### config.mk
export PLATFORM = sky130hd
export DESIGN_NAME = shift_feeder_flat
export DESIGN_NICKNAME = d
export VERILOG_FILES = /design/src/rtl/shift_feeder_pkg.sv /design/src/rtl/shift_feeder_if.sv /design/src/rtl/feeder_fifo.sv /design/src/rtl/shift_feeder.sv /design/src/flat_wrapper.sv
export SDC_FILE = /design/constraint.sdc
export NUM_CORES = 1
export LEC_CHECK = 0
export BUFFER_PORTS_ARGS = -buffer_cell sky130_fd_sc_hd__buf_2
export CAP_MARGIN = 20
export CORE_MARGIN = 2
export CORE_UTILIZATION = 45
export CTS_CLUSTER_DIAMETER = 60
export CTS_CLUSTER_SIZE = 28
export DETAILED_ROUTE_END_ITERATION = 7
export HOLD_SLACK_MARGIN = 0.06
export PLACE_DENSITY_LB_ADDON = 0.1
export SETUP_SLACK_MARGIN = 0.5
export SLEW_MARGIN = 20
export SYNTH_ARGS = -nofsm -noshare
export SYNTH_HDL_FRONTEND = slang
export SYNTH_SLANG_ARGS = --single-unit
### constraint.sdc
create_clock -name clk -period 2.25 [get_ports clk]
set_input_delay 0.675 -clock clk [delete_from_list [all_inputs] [get_ports clk]]
set_output_delay 0.675 -clock clk [all_outputs]
set_load 0.1 [all_outputs]
### src/rtl/shift_feeder_pkg.sv
// -----------------------------------------------------------------------------
// shift_feeder_pkg
// Shared types and defaults for the serial shift-register feeder.
//   state_t            : feeder FSM states (IDLE, SHIFT, GAP)
//   *_DEFAULT          : default parameter values for the feeder and its FIFO
//   cnt_width()        : counter width for a count range, never below 1 bit
// -----------------------------------------------------------------------------
package shift_feeder_pkg;

    localparam int WIDTH_DEFAULT      = 4;
    localparam int FIFO_DEPTH_DEFAULT = 2;
    localparam int GAP_CYCLES_DEFAULT = 0;

    typedef enum logic [1:0] {
        ST_IDLE  = 2'd0,
        ST_SHIFT = 2'd1,
        ST_GAP   = 2'd2
    } state_t;

    // $clog2(n) collapses to 0 for n <= 1; a zero-width counter is not legal.
    function automatic int cnt_width(input int n);
        if (n > 1) begin
            return $clog2(n);
        end else begin
            return 1;
        end
    endfunction

endpackage

### src/rtl/shift_feeder_if.sv
// -----------------------------------------------------------------------------
// shift_feeder_if
// Parallel word handshake into the feeder.
//   in_valid : master -> slave, in_data holds a word
//   in_ready : slave  -> master, word is taken at the rising edge if valid
//   in_data  : master -> slave, parallel word (WIDTH bits)
// -----------------------------------------------------------------------------
interface shift_feeder_if
    import shift_feeder_pkg::*;
#(
    parameter int WIDTH = WIDTH_DEFAULT
);
    logic             in_valid;
    logic             in_ready;
    logic [WIDTH-1:0] in_data;

    modport master (output in_valid, output in_data, input in_ready);
    modport slave  (input in_valid, input in_data, output in_ready);
endinterface

### src/rtl/feeder_fifo.sv
// -----------------------------------------------------------------------------
// feeder_fifo
// Synchronous FIFO buffering parallel words ahead of the serializer.
//   clk, reset : clock, asynchronous active-low reset (empties the FIFO)
//   push/wdata : write wdata at the rising edge (ignored when full)
//   pop/rdata  : rdata shows the head entry; pop drops it (ignored when empty)
//   count      : number of stored entries, full / empty flags
// -----------------------------------------------------------------------------
module feeder_fifo
    import shift_feeder_pkg::*;
#(
    parameter int WIDTH      = WIDTH_DEFAULT,
    parameter int FIFO_DEPTH = FIFO_DEPTH_DEFAULT
) (
    input  logic                          clk,
    input  logic                          reset,
    input  logic                          push,
    input  logic                          pop,
    input  logic [WIDTH-1:0]              wdata,
    output logic [WIDTH-1:0]              rdata,
    output logic [$clog2(FIFO_DEPTH):0]   count,
    output logic                          full,
    output logic                          empty
);
    localparam int AW = $clog2(FIFO_DEPTH);

    logic [WIDTH-1:0] r_mem [FIFO_DEPTH];
    logic [AW-1:0]    r_wptr;
    logic [AW-1:0]    r_rptr;
    logic [AW:0]      r_count;
    logic             w_push;
    logic             w_pop;

    assign full   = (r_count == (AW+1)'(FIFO_DEPTH));
    assign empty  = (r_count == (AW+1)'(0));
    assign count  = r_count;
    assign rdata  = r_mem[r_rptr];
    assign w_push = push && !full;
    assign w_pop  = pop && !empty;

    // Storage write; payload needs no reset because count gates visibility.
    always_ff @(posedge clk) begin
        if (w_push) begin
            r_mem[r_wptr] <= wdata;
        end
    end

    // Pointers and occupancy; depth is a power of two so pointers wrap naturally.
    always_ff @(posedge clk or negedge reset) begin
        if (!reset) begin
            r_wptr  <= AW'(0);
            r_rptr  <= AW'(0);
            r_count <= (AW+1)'(0);
        end else begin
            if (w_push) begin
                r_wptr <= r_wptr + AW'(1);
            end
            if (w_pop) begin
                r_rptr <= r_rptr + AW'(1);
            end
            case ({w_push, w_pop})
                2'b10:   r_count <= r_count + (AW+1)'(1);
                2'b01:   r_count <= r_count - (AW+1)'(1);
                default: r_count <= r_count;
            endcase
        end
    end

endmodule

### src/rtl/shift_feeder.sv
// -----------------------------------------------------------------------------
// shift_feeder
// Accepts parallel words, buffers them, and serializes each word MSB-first
// with a shift-enable strobe for a downstream serial shift register. An
// optional idle gap of GAP_CYCLES cycles separates consecutive words.
//   clk, reset : clock, asynchronous active-low reset
//   s_if       : word handshake (in_valid / in_ready / in_data)
//   ser_bit    : serial data, 0 whenever shift_en is low
//   shift_en   : downstream shift strobe
//   word_done  : pulse on the last shift cycle of each word
//   busy       : FSM not idle or FIFO non-empty
// All outputs come straight from flops.
// -----------------------------------------------------------------------------
module shift_feeder
    import shift_feeder_pkg::*;
#(
    parameter int WIDTH      = WIDTH_DEFAULT,
    parameter int FIFO_DEPTH = FIFO_DEPTH_DEFAULT,
    parameter int GAP_CYCLES = GAP_CYCLES_DEFAULT
) (
    input  logic          clk,
    input  logic          reset,
    shift_feeder_if.slave s_if,
    output logic          ser_bit,
    output logic          shift_en,
    output logic          word_done,
    output logic          busy
);
    localparam int BW = cnt_width(WIDTH);
    localparam int GW = cnt_width(GAP_CYCLES + 1);
    localparam int CW = $clog2(FIFO_DEPTH) + 1;
    localparam logic [BW-1:0] BIT_LAST = BW'(WIDTH - 1);
    localparam logic [GW-1:0] GAP_LAST = GW'((GAP_CYCLES > 0) ? (GAP_CYCLES - 1) : 0);

    state_t           r_state;
    state_t           w_state_nx;
    logic [WIDTH-1:0] r_word;
    logic [WIDTH-1:0] w_word_nx;
    logic [BW-1:0]    r_bit_cnt;
    logic [BW-1:0]    w_bit_nx;
    logic [GW-1:0]    r_gap_cnt;
    logic [GW-1:0]    w_gap_nx;

    logic             w_push;
    logic             w_pop;
    logic [WIDTH-1:0] w_rdata;
    logic [CW-1:0]    w_count;
    logic [CW-1:0]    w_count_nx;
    logic             w_full;
    logic             w_empty;
    logic [BW-1:0]    w_bit_idx;

    logic             r_in_ready;
    logic             r_ser_bit;
    logic             r_shift_en;
    logic             r_word_done;
    logic             r_busy;
    logic             w_in_ready_d;
    logic             w_ser_bit_d;
    logic             w_shift_en_d;
    logic             w_word_done_d;
    logic             w_busy_d;

    // r_in_ready already implies room; the full term keeps the FIFO safe anyway.
    assign w_push     = s_if.in_valid && r_in_ready && !w_full;
    assign w_count_nx = w_count + CW'(w_push) - CW'(w_pop);

    feeder_fifo #(
        .WIDTH      (WIDTH),
        .FIFO_DEPTH (FIFO_DEPTH)
    ) u_fifo (
        .clk   (clk),
        .reset (reset),
        .push  (w_push),
        .pop   (w_pop),
        .wdata (s_if.in_data),
        .rdata (w_rdata),
        .count (w_count),
        .full  (w_full),
        .empty (w_empty)
    );

    // FSM state register plus word register and counters.
    always_ff @(posedge clk or negedge reset) begin
        if (!reset) begin
            r_state   <= ST_IDLE;
            r_word    <= WIDTH'(0);
            r_bit_cnt <= BW'(0);
            r_gap_cnt <= GW'(0);
        end else begin
            r_state   <= w_state_nx;
            r_word    <= w_word_nx;
            r_bit_cnt <= w_bit_nx;
            r_gap_cnt <= w_gap_nx;
        end
    end

    // Next-state logic; decides pops and loads the next word without a bubble.
    always_comb begin
        w_state_nx = r_state;
        w_word_nx  = r_word;
        w_bit_nx   = r_bit_cnt;
        w_gap_nx   = r_gap_cnt;
        w_pop      = 1'b0;
        case (r_state)
            ST_IDLE: begin
                w_bit_nx = BW'(0);
                w_gap_nx = GW'(0);
                if (!w_empty) begin
                    w_pop      = 1'b1;
                    w_word_nx  = w_rdata;
                    w_state_nx = ST_SHIFT;
                end else begin
                    w_state_nx = ST_IDLE;
                end
            end
            ST_SHIFT: begin
                if (r_bit_cnt == BIT_LAST) begin
                    w_bit_nx = BW'(0);
                    w_gap_nx = GW'(0);
                    if (GAP_CYCLES > 0) begin
                        w_state_nx = ST_GAP;
                    end else if (!w_empty) begin
                        w_pop      = 1'b1;
                        w_word_nx  = w_rdata;
                        w_state_nx = ST_SHIFT;
                    end else begin
                        w_state_nx = ST_IDLE;
                    end
                end else begin
                    w_bit_nx = r_bit_cnt + BW'(1);
                end
            end
            ST_GAP: begin
                if (r_gap_cnt == GAP_LAST) begin
                    w_gap_nx = GW'(0);
                    w_bit_nx = BW'(0);
                    if (!w_empty) begin
                        w_pop      = 1'b1;
                        w_word_nx  = w_rdata;
                        w_state_nx = ST_SHIFT;
                    end else begin
                        w_state_nx = ST_IDLE;
                    end
                end else begin
                    w_gap_nx = r_gap_cnt + GW'(1);
                end
            end
            default: begin
                w_state_nx = ST_IDLE;
                w_bit_nx   = BW'(0);
                w_gap_nx   = GW'(0);
            end
        endcase
    end

    // Output decode from the next state, so the flops below show the
    // values belonging to the state the FSM is entering.
    always_comb begin
        w_bit_idx     = BIT_LAST - w_bit_nx;
        w_shift_en_d  = (w_state_nx == ST_SHIFT);
        w_in_ready_d  = (w_count_nx < CW'(FIFO_DEPTH));
        w_busy_d      = (w_state_nx != ST_IDLE) || (w_count_nx != CW'(0));
        if (w_shift_en_d) begin
            w_ser_bit_d   = w_word_nx[w_bit_idx];
            w_word_done_d = (w_bit_nx == BIT_LAST);
        end else begin
            w_ser_bit_d   = 1'b0;
            w_word_done_d = 1'b0;
        end
    end

    // Output registers.
    always_ff @(posedge clk or negedge reset) begin
        if (!reset) begin
            r_in_ready  <= 1'b0;
            r_ser_bit   <= 1'b0;
            r_shift_en  <= 1'b0;
            r_word_done <= 1'b0;
            r_busy      <= 1'b0;
        end else begin
            r_in_ready  <= w_in_ready_d;
            r_ser_bit   <= w_ser_bit_d;
            r_shift_en  <= w_shift_en_d;
            r_word_done <= w_word_done_d;
            r_busy      <= w_busy_d;
        end
    end

    assign s_if.in_ready = r_in_ready;
    assign ser_bit       = r_ser_bit;
    assign shift_en      = r_shift_en;
    assign word_done     = r_word_done;
    assign busy          = r_busy;

endmodule

### src/flat_wrapper.sv
// flat-port wrapper written by rule: the top's interface ports become plain ports
module shift_feeder_flat import shift_feeder_pkg::*;
#(
    parameter int WIDTH      = WIDTH_DEFAULT,
    parameter int FIFO_DEPTH = FIFO_DEPTH_DEFAULT,
    parameter int GAP_CYCLES = GAP_CYCLES_DEFAULT
)
  (clk, reset, ser_bit, shift_en, word_done, busy, s_if_in_valid, s_if_in_data, s_if_in_ready);
  shift_feeder_if #(.WIDTH(WIDTH)) s_if_i ();
  input  logic clk;
  input  logic reset;
  output logic ser_bit;
  output logic shift_en;
  output logic word_done;
  output logic busy;
  input wire logic [$bits(s_if_i.in_valid)-1:0] s_if_in_valid;
  input wire logic [$bits(s_if_i.in_data)-1:0] s_if_in_data;
  output wire logic [$bits(s_if_i.in_ready)-1:0] s_if_in_ready;
  assign s_if_i.in_valid = s_if_in_valid;
  assign s_if_i.in_data = s_if_in_data;
  assign s_if_in_ready = s_if_i.in_ready;
  shift_feeder #(.WIDTH(WIDTH), .FIFO_DEPTH(FIFO_DEPTH), .GAP_CYCLES(GAP_CYCLES)) u_core (.clk(clk), .reset(reset), .s_if(s_if_i), .ser_bit(ser_bit), .shift_en(shift_en), .word_done(word_done), .busy(busy));
endmodule
==> results of run 1 <==
==> layer usage <==
metal / vias up / share of wire (%) / GRT usage [%]
met5: - / 0 / 0
met4: 0 / 0.72 / 7.50
met3: 2 / 2.9 / 3.28
met2: 12 / 51 / 25.7
met1: 352 / 45 / 20.5
li1: 363 / - / -
==> through the flow <==
| stage | instance area (sq um) | power (mW) | hold WS, ns | utilization [%] | instances |
|---|---|---|---|---|---|
| detailed placement | 1270 | 1.81 | 0.482 | 52.3 | 125 |
| CTS | 1460 | 2.34 | 0.263 | 60.1 | 138 |
| global placement | 1270 | 1.80 | 0.477 | 52.3 | 125 |
| finish | 1580 | 2.55 | 0.264 | 64.8 | 147 |
| global route | 1580 | 2.74 | 0.259 | 64.8 | 147 |
| floorplan | 1180 | 1.63 | 0.379 | - | 84 |
==> Yosys cell counts <==
| master | n |
|---|---|
| sky130_fd_sc_hd__a21oi_1 | 1 |
| sky130_fd_sc_hd__a21oi_4 | 1 |
| sky130_fd_sc_hd__a221o_1 | 1 |
| sky130_fd_sc_hd__a221oi_1 | 2 |
| sky130_fd_sc_hd__a22o_1 | 4 |
| sky130_fd_sc_hd__a2bb2oi_2 | 1 |
| sky130_fd_sc_hd__a31oi_1 | 1 |
| sky130_fd_sc_hd__and2_1 | 1 |
| sky130_fd_sc_hd__and2b_1 | 1 |
| sky130_fd_sc_hd__and3_1 | 2 |
| sky130_fd_sc_hd__dfrtp_1 | 17 |
| sky130_fd_sc_hd__edfxtp_1 | 8 |
| sky130_fd_sc_hd__ha_1 | 8 |
| sky130_fd_sc_hd__inv_1 | 9 |
| sky130_fd_sc_hd__mux2_2 | 4 |
| sky130_fd_sc_hd__nand2_1 | 1 |
| sky130_fd_sc_hd__nand2b_1 | 1 |
| sky130_fd_sc_hd__nand3_1 | 1 |
| sky130_fd_sc_hd__nand3b_1 | 1 |
| sky130_fd_sc_hd__nor2_1 | 6 |
| sky130_fd_sc_hd__nor2_4 | 1 |
| sky130_fd_sc_hd__nor3_1 | 1 |
| sky130_fd_sc_hd__o211a_1 | 1 |
| sky130_fd_sc_hd__o211ai_1 | 1 |
| sky130_fd_sc_hd__o21a_1 | 1 |
| sky130_fd_sc_hd__o21bai_2 | 1 |
| sky130_fd_sc_hd__xnor2_1 | 6 |
| sky130_fd_sc_hd__xor2_1 | 1 |
==> power breakdown <==
group	leakage, nW	switching (mW)	internal [mW]	total (mW)
logic	0.400	0.826	0.789	1.61
registers	0.278	0.111	0.635	0.746
clock network	0.0177	0.125	0.0663	0.192
==> critical path, stage by stage (launching register included) <==
cell	delay [ns]
sky130_fd_sc_hd__dfrtp_2	0.47
sky130_fd_sc_hd__buf_6	0.13
sky130_fd_sc_hd__ha_4	0.17
sky130_fd_sc_hd__and2b_2	0.24
sky130_fd_sc_hd__a2bb2oi_4	0.18
sky130_fd_sc_hd__a221o_1	0.33
sky130_fd_sc_hd__o211a_1	0.13
sky130_fd_sc_hd__o21a_1	0.16
==> logic make-up after synthesis <==
group / synth area share [%]
AOI/OAI and AO/OA: 12.5
and+or+nand+nor: 7.72
DFF: 58.7
adders and majority gates: 8.82
muxes: 3.97
xor gates and xnor gates: 5.40
buffers and inverters: 2.98
==> registers in the layout, summed over array words and instances (netlist names), 2 cells and up <==
register	count
u_core.r_state	2
u_core.r_word	4
u_core.u_fifo.r_mem	8
u_core.r_bit_cnt	2
u_core.u_fifo.count	2
==> worst max-delay path by stage <==
stage	end	start	depth (start not counted)	slack [ns]
6_report	u_core.ser_bit$_DFF_PN0_	u_core.r_state[0]$_DFF_PN0_	7	0.36
5_1_grt	u_core.busy$_DFF_PN0_	u_core.r_state[0]$_DFF_PN0_	10	0.22
4_1_cts	u_core.busy$_DFF_PN0_	u_core.r_state[0]$_DFF_PN0_	10	0.33
3_5_place_dp	u_core.busy$_DFF_PN0_	u_core.r_state[1]$_DFF_PN0_	10	0.29
3_3_place_gp	u_core.busy$_DFF_PN0_	u_core.r_state[0]$_DFF_PN0_	9	0.32
2_1_floorplan	u_core.busy$_DFF_PN0_	u_core.r_state[0]$_DFF_PN0_	9	0.41
==> cell type report <==
class | count | area (sq um)
fillers | 181 | 857
flip-flops and latches | 25 | 669
multi-input cells | 50 | 574
repair buffers | 29 | 230
well taps | 30 | 37.5
inverters | 9 | 36.3
clock buffers | 3 | 22.5
clock inverters | 1 | 5.00
==> timing repair <==
action,CTS,global route
pin swaps,11,12
setup endpoints to repair,10,13
resized for setup,16,11
setup buffers,9,9
==> results.md, run 1 <==
- The cell row count is 18.
- IR analysis of the VDD net gives a maximum drop of 973 uV.
- The clock reaches the later pin of the worst-skew pair after 0.31 ns.
- The biggest area contributor in the post-synthesis netlist is sky130_fd_sc_hd__dfrtp_1.
- The min-delay analysis places its worst path in the category in -> async.
- The number of global-route vias before repair was 698.
- The initial utilization of the core area, before any placement, comes to 46.7%.
- Setup violations remaining at the end of the flow were counted as 0.
- Clock tree synthesis selected as its root buffer the cell sky130_fd_sc_hd__clkbuf_4.
- The path type of the worst setup path is reg -> reg.
- No sink is reached through more buffers than the 2 on the longest clock path.
- The number of hold buffers added after CTS was 0.
- The startpoint identified for the worst register-to-register timing path is u_core.r_state[0]$_DFF_PN0_.
- The first global-routing pass estimated 3170 um of wire.
- For this block, the routed nets add up to 2090 um of wire.
- The total congestion overflow is 0.
- The arrival time of the worst setup path is 2.11 ns.
- The first detailed-routing pass took 4 iterations.
- The synthesized instance count is 84.
- After layout, the worst setup slack is 0.355 ns.
- Counting flops and latches in the post-synthesis netlist gives 25.
- The time the final worst path needs with I/O delays and setup is 1.89 ns.
- The static leakage power is 0.696 nW.
- The area of the mapped netlist is 1130 sq um.
- In this run the number of H-tree levels came out at 1.
- The TritonCTS buffer count is 3.
- The clock-pin transition on the worst setup and hold timing paths is 0.13 ns.
- For the worst flop-to-flop path, the logic depth is 7.
- The yosys synthesis warning count is 0.
- Timing would allow up to 528 MHz.
- For this design the ratio of total power to cell area is 1620 nW/um^2.
- At the worst endpoint, the required time is 2.47 ns.
- 0 antenna diodes ended up in the layout.
- For the pin with the worst max-slew slack, the measured transition is 0.387 ns.
- The top-level I/O count is 12.
- The final layout net count is 133.
- From bottom edge to top edge, the die measures 54.2 um.
- The fraction of layout instances using a drive strength above 1 is 52.1%.
- The core region is 2430 sq um.
- Setup repair after global routing could not meet its margin everywhere.
- Sequential elements use 58.7% of the synthesized area.
- The number of vias after detailed routing is 729.
- The share of the synthesized area in the top cell type is 37.5%.
- The hold violation count in the final report is 0.
- The overall global routing resource usage is 15.9%.
- The worst setup path is captured at a register.
- The post-synthesis net count is 99.
- The endpoint of the worst-slack reg-to-reg timing path is u_core.ser_bit$_DFF_PN0_.
- The final-report max-slew violation count is 0.
- The first routing iteration left 5 violations.
- The area growth from synthesis to final layout is 38.8%.
- The max-slew headroom at the worst pin is 74.2%.
- The count of unique library cells instantiated by Yosys is 28.
- Setup total negative slack on the finished layout was measured at 0 ns.
- The number of antenna violations at the first check in global routing is 0.
- The die boundary width is 54.2 um.
- The library cells used most frequently in the layout, excluding fill and tap cells, are sky130_fd_sc_hd__buf_4, sky130_fd_sc_hd__dfrtp_1, sky130_fd_sc_hd__edfxtp_1.
- The category of the worst setup path launch point is a register.
- The maximum number of pins on one net before global-route repair is 18.
- The mean routed wirelength per cell is 14.2 um.
- Clock skew on the completed layout was measured at 0.00738 ns.
- The mean instance size in the synthesized netlist is 13.5 sq um.
- The detail route stage leaves a number of antenna-violating nets equal to 0.
- Across the run, the number of max-cap violations was 0.
- The part of the cycle the worst path needs is 84.2%.
- Routability-driven placement finished with a final weighted congestion of 0.724.
- In the routed design, unresolved DRC markers number 0.
- The library cell used most frequently in the layout, excluding fill and tap cells, is sky130_fd_sc_hd__buf_4.
- After synthesis, the cell types taking the most area are sky130_fd_sc_hd__dfrtp_1, sky130_fd_sc_hd__edfxtp_1, sky130_fd_sc_hd__ha_1.
- The port buffer count is 11.
- The die covers 2940 sq um.
- The wire-length estimate of the detail-placed layout is 1260 um.
- The worst setup timing slack at the placement stage is 0.291 ns.
- The flow ran to the end, and the final reports show no timing, DRC or antenna violations.
- Of all nets on the critical path, the largest fanout is 7.
- The detail-routed via count per cell is 4.96.
- The clock sink total is 25.
- TritonCTS built the clock tree.
- The worst-case register-to-register setup slack is 0.36 ns.
Power figures use the tool's default switching activity.
==> run 2: changes to the inputs <==
ABC_AREA = 1   (was default)
clock period = 1.65 ns   (was 2.25 ns; I/O delays follow)
==> results.md, run 2 <==
- The first global-routing pass estimated 3390 um of wire.
- For this block, the initial DRC count from the detailed router was 9.
- The most common library cell in the layout ignoring fill and taps is sky130_fd_sc_hd__nand2_1.
- Entering global routing, the biggest net connects 18 pins.
- By count the netlist is led by sky130_fd_sc_hd__nand2_1, sky130_fd_sc_hd__dfrtp_1, sky130_fd_sc_hd__inv_1, sky130_fd_sc_hd__nand3_1.
- The clock-pin transition on the worst setup and hold timing paths is 0.14 ns.
- In the routed layout, each cell is associated on average with a via count of 4.64.
- The flip-flop count of the largest register after layout is 8.
- During synthesis, Yosys emitted a total of 0 warnings.
- Static timing analysis puts the maximum clock frequency at 543 MHz.
- The port buffer count is 11.
- The number of setup violations in the final report is 5.
- The fraction of synthesis flops using an asynchronous set or reset pin is 68.0%.
- The min-delay analysis places its worst path in the category in -> async.
- The largest register by flop count is u_core.u_fifo.r_mem.
- After detailed routing, the average wire length per cell comes to 12.1 um.
- The largest registers in the layout are u_core.u_fifo.r_mem: 8 flops, u_core.r_word: 4 flops.
- The area enclosed by the die boundary is 3040 sq um.
- The die boundary width is 55.2 um.
- STA classifies the critical path endpoint as a register.
- The TritonCTS buffer count is 3.
- The final-report max-slew violation count is 0.
- After floorplanning, the core was sized to cover 2480 sq um.
- For met1 alone, demand over resource in global routing was 18.5%.
- After synthesis, the mean cell area works out to 10.2 sq um.
- The number of antenna violations at the first check in global routing is 0.
- The number of synthesized flops with an enable pin is 8.
- The overall global routing resource usage is 16.6%.
- The cell row count is 18.
- The highest-utilization routing layer at the global route stage is met2.
- STA puts the critical path data required time at 1.87 ns.
- From synthesis to final layout, the design area changed by 50.8%.
- The final critical path takes up 112% of the cycle.
- For this run, the post-layout net count is 167.
- Synthesis inferred 25 register bits.
- The run finished, with violations left.
- The max-capacitance violation count is 0.
- The number of different library cells used by synthesis comes to 21.
- The initial standard-cell utilization of the core is 47.6%.
- The clock sink total is 25.
- 0 antenna diodes ended up in the layout.
- The clock arrives with 0.00420 ns of skew.
- The number of DRC violations after detailed routing is 0.
- The count of antenna-violating nets left after detailed routing is 0.
- IR analysis of the VDD net gives a maximum drop of 1650 uV.
- The worst setup timing slack at the placement stage is -0.312 ns.
- At the worst endpoint, the arrival time is 2.06 ns.
- The number of nets in the synthesized netlist is 131.
- Setup repair after global routing could not meet its margin everywhere.
- At the end of routability-driven placement, the weighted congestion stood at 0.771.
- Summed over all cells, the static leakage comes to 0.820 nW.
- The floorplan die height is 55.2 um.
- Measured on the finished design, the core utilization comes to 71.8%.
- The main flop type after synthesis is sky130_fd_sc_hd__dfrtp_1.
- The count of placed standard cells in the final layout, fillers left out is 181.
- The final hold slack is 0.0756 ns.
- In the layout the commonest cells are sky130_fd_sc_hd__nand2_1, sky130_fd_sc_hd__buf_4, sky130_fd_sc_hd__dfrtp_1.
- The cell type with the largest total area after synthesis is sky130_fd_sc_hd__dfrtp_1.
- The transition time of the tightest slew-check pin is 0.385 ns.
- Summing every instance area after synthesis gives 1180 sq um.
- The hold violation count in the final report was 0.
- The final HPWL from detailed placement is 1550 um.
- The category of the worst setup path launch point is a register.
- Global routing consumed, on the met3 layer, 3.23% of the routing resources.
- Sorting the synthesized cells by area gives the leading types as sky130_fd_sc_hd__dfrtp_1, sky130_fd_sc_hd__edfxtp_1, sky130_fd_sc_hd__nand2_1.
- After synthesis, flip-flops and latches occupy 56.5% of the total area.
- The final worst setup slack is -0.191 ns.
- Global routing consumed, on the met2 layer, 30.6% of the routing resources.
- The number of vias after detailed routing is 839.
- The fraction of layout instances using a drive strength above 1 is 58.9%.
- After synthesis, the largest area contributor takes up 36.1% of total cell area.
- The TritonCTS clock tree is built.
- The latest clock arrival within the worst-skew pair is 0.31 ns.
- The tree is rooted in a sky130_fd_sc_hd__clkbuf_4.
- The number of global-route vias before repair is 790.
- The first detailed-routing pass ran for 4 iterations.
- Synthesis produced a netlist whose cell count is 116.
- The checks that failed: negative setup slack.
- In this run the tightest slew margin relative to its limit is 74.4%.
- The buffer depth of the longest clock path is 2.
- The path type of the worst setup path is reg -> reg.
- Of all nets on the critical path, the largest fanout is 3.
- The number of placed cells counting well taps is 170.
- The total congestion overflow is 0.
- The most common cell in the synthesized netlist is sky130_fd_sc_hd__nand2_1.
- For the finished layout, the period the worst path requires is 1.84 ns.
- The power per cell area is 2180 nW/um^2.
- Pin placement for this block handled 12 I/O pins.
- CTS built an H-tree with a depth of 1.
- The routed wire length is 2180 um.
-- run 2: cell count changes in the layout (fill, tap and decap cells not counted), moves of 4 or more --
| cell | previous run | this run |
|---|---|---|
| sky130_fd_sc_hd__nand2_1 | 0 | 17 |
| sky130_fd_sc_hd__nand3_1 | 1 | 7 |
| sky130_fd_sc_hd__a22o_1 | 4 | 0 |
| sky130_fd_sc_hd__xnor2_1 | 5 | 0 |
| sky130_fd_sc_hd__buf_6 | 4 | 9 |
| sky130_fd_sc_hd__buf_12 | 1 | 5 |
| sky130_fd_sc_hd__inv_4 | 1 | 5 |
| sky130_fd_sc_hd__mux2_2 | 4 | 0 |
| sky130_fd_sc_hd__nand2_2 | 0 | 10 |
| sky130_fd_sc_hd__buf_4 | 17 | 11 |
-- run 2: worst max-delay path, cell delays in order (launching register included) --
cell and delay [ns]:
sky130_fd_sc_hd__dfrtp_2 0.45, sky130_fd_sc_hd__inv_4 0.07, sky130_fd_sc_hd__ha_4 0.16, sky130_fd_sc_hd__inv_4 0.06
sky130_fd_sc_hd__nand3_4 0.08, sky130_fd_sc_hd__nand2_4 0.07, sky130_fd_sc_hd__inv_2 0.04, sky130_fd_sc_hd__ha_4 0.25
sky130_fd_sc_hd__inv_2 0.03, sky130_fd_sc_hd__ha_4 0.15, sky130_fd_sc_hd__xnor2_2 0.13, sky130_fd_sc_hd__xor2_1 0.19
sky130_fd_sc_hd__nand2_1 0.07
-- run 2: kinds of logic (layout without fill, tap and decap cells) --
family,Yosys count,count (layout),synth area share [%]
AOI/OAI and AO/OA,6,6,4.14
xor gates and xnor gates,5,5,3.72
adders and majority gates,8,8,8.49
buffers and inverters,20,55,6.79
DFF,25,25,56.5
and+or+nand+nor,52,52,20.4
-- run 2: final cells by class --
| class | count | area, sq um |
|---|---|---|
| Timing Repair Buffer | 31 | 314 |
| Inverter | 20 | 95.1 |
| Sequential cell | 25 | 673 |
| Clock buffer | 3 | 22.5 |
| Clock inverter | 1 | 7.51 |
| Multi-Input combinational cell | 71 | 628 |
| Fill cell | 180 | 699 |
| Tap cell | 30 | 37.5 |
-- run 2: final timing paths --
check,start,endpoint,slack (ns),cells after the start
min in group clk,s_if_in_data[1],u_core.u_fifo.r_mem[1][1]$_DFFE_PP_,0.36,1
max,u_core.r_state[0]$_DFF_PN0_,u_core.busy$_DFF_PN0_,-0.19,12
min,reset,u_core.busy$_DFF_PN0_,0.08,1
max reg2reg,u_core.r_state[0]$_DFF_PN0_,u_core.busy$_DFF_PN0_,-0.19,12
max in group asynchronous,reset,u_core.ser_bit$_DFF_PN0_,1.28,1
min reg2reg,u_core.r_word[2]$_DFF_PN0_,u_core.r_word[2]$_DFF_PN0_,0.48,2
-- run 2: where the power goes --
group          internal [mW]  switching (mW)
Sequential             0.875           0.153
Clock                 0.0923           0.180
Combinational           1.20            1.37
Total                   2.17            1.70
-- run 2: timing repair --
action | in CTS | in global routing
hold buffers | 0 | 0
setup endpoints to repair | 30 | 30
resized for setup | 29 | 38
pin swaps | 8 | 14
buffers inserted | 4 | 3
-- run 2: metrics by stage --
| stage | total power, mW | setup TNS (ns) | cell area [sq um] |
|---|---|---|---|
| finish | 3.87 | -0.409 | 1780 |
| detailed placement | 2.89 | -0.896 | 1470 |
| CTS | 3.46 | -0.772 | 1630 |
| global placement | 2.82 | -0.636 | 1470 |
| floorplan | 2.38 | -0.484 | 1280 |
| global route | 4.15 | -0.979 | 1780 |
-- run 2: per-layer routing --
layer / vias up / routed length, um / part of all wire [%]
met5: - / 0 / 0
met4: 0 / 20 / 0.92
met3: 2 / 39 / 1.8
met2: 9 / 1220 / 56
met1: 390 / 908 / 42
li1: 438 / - / -
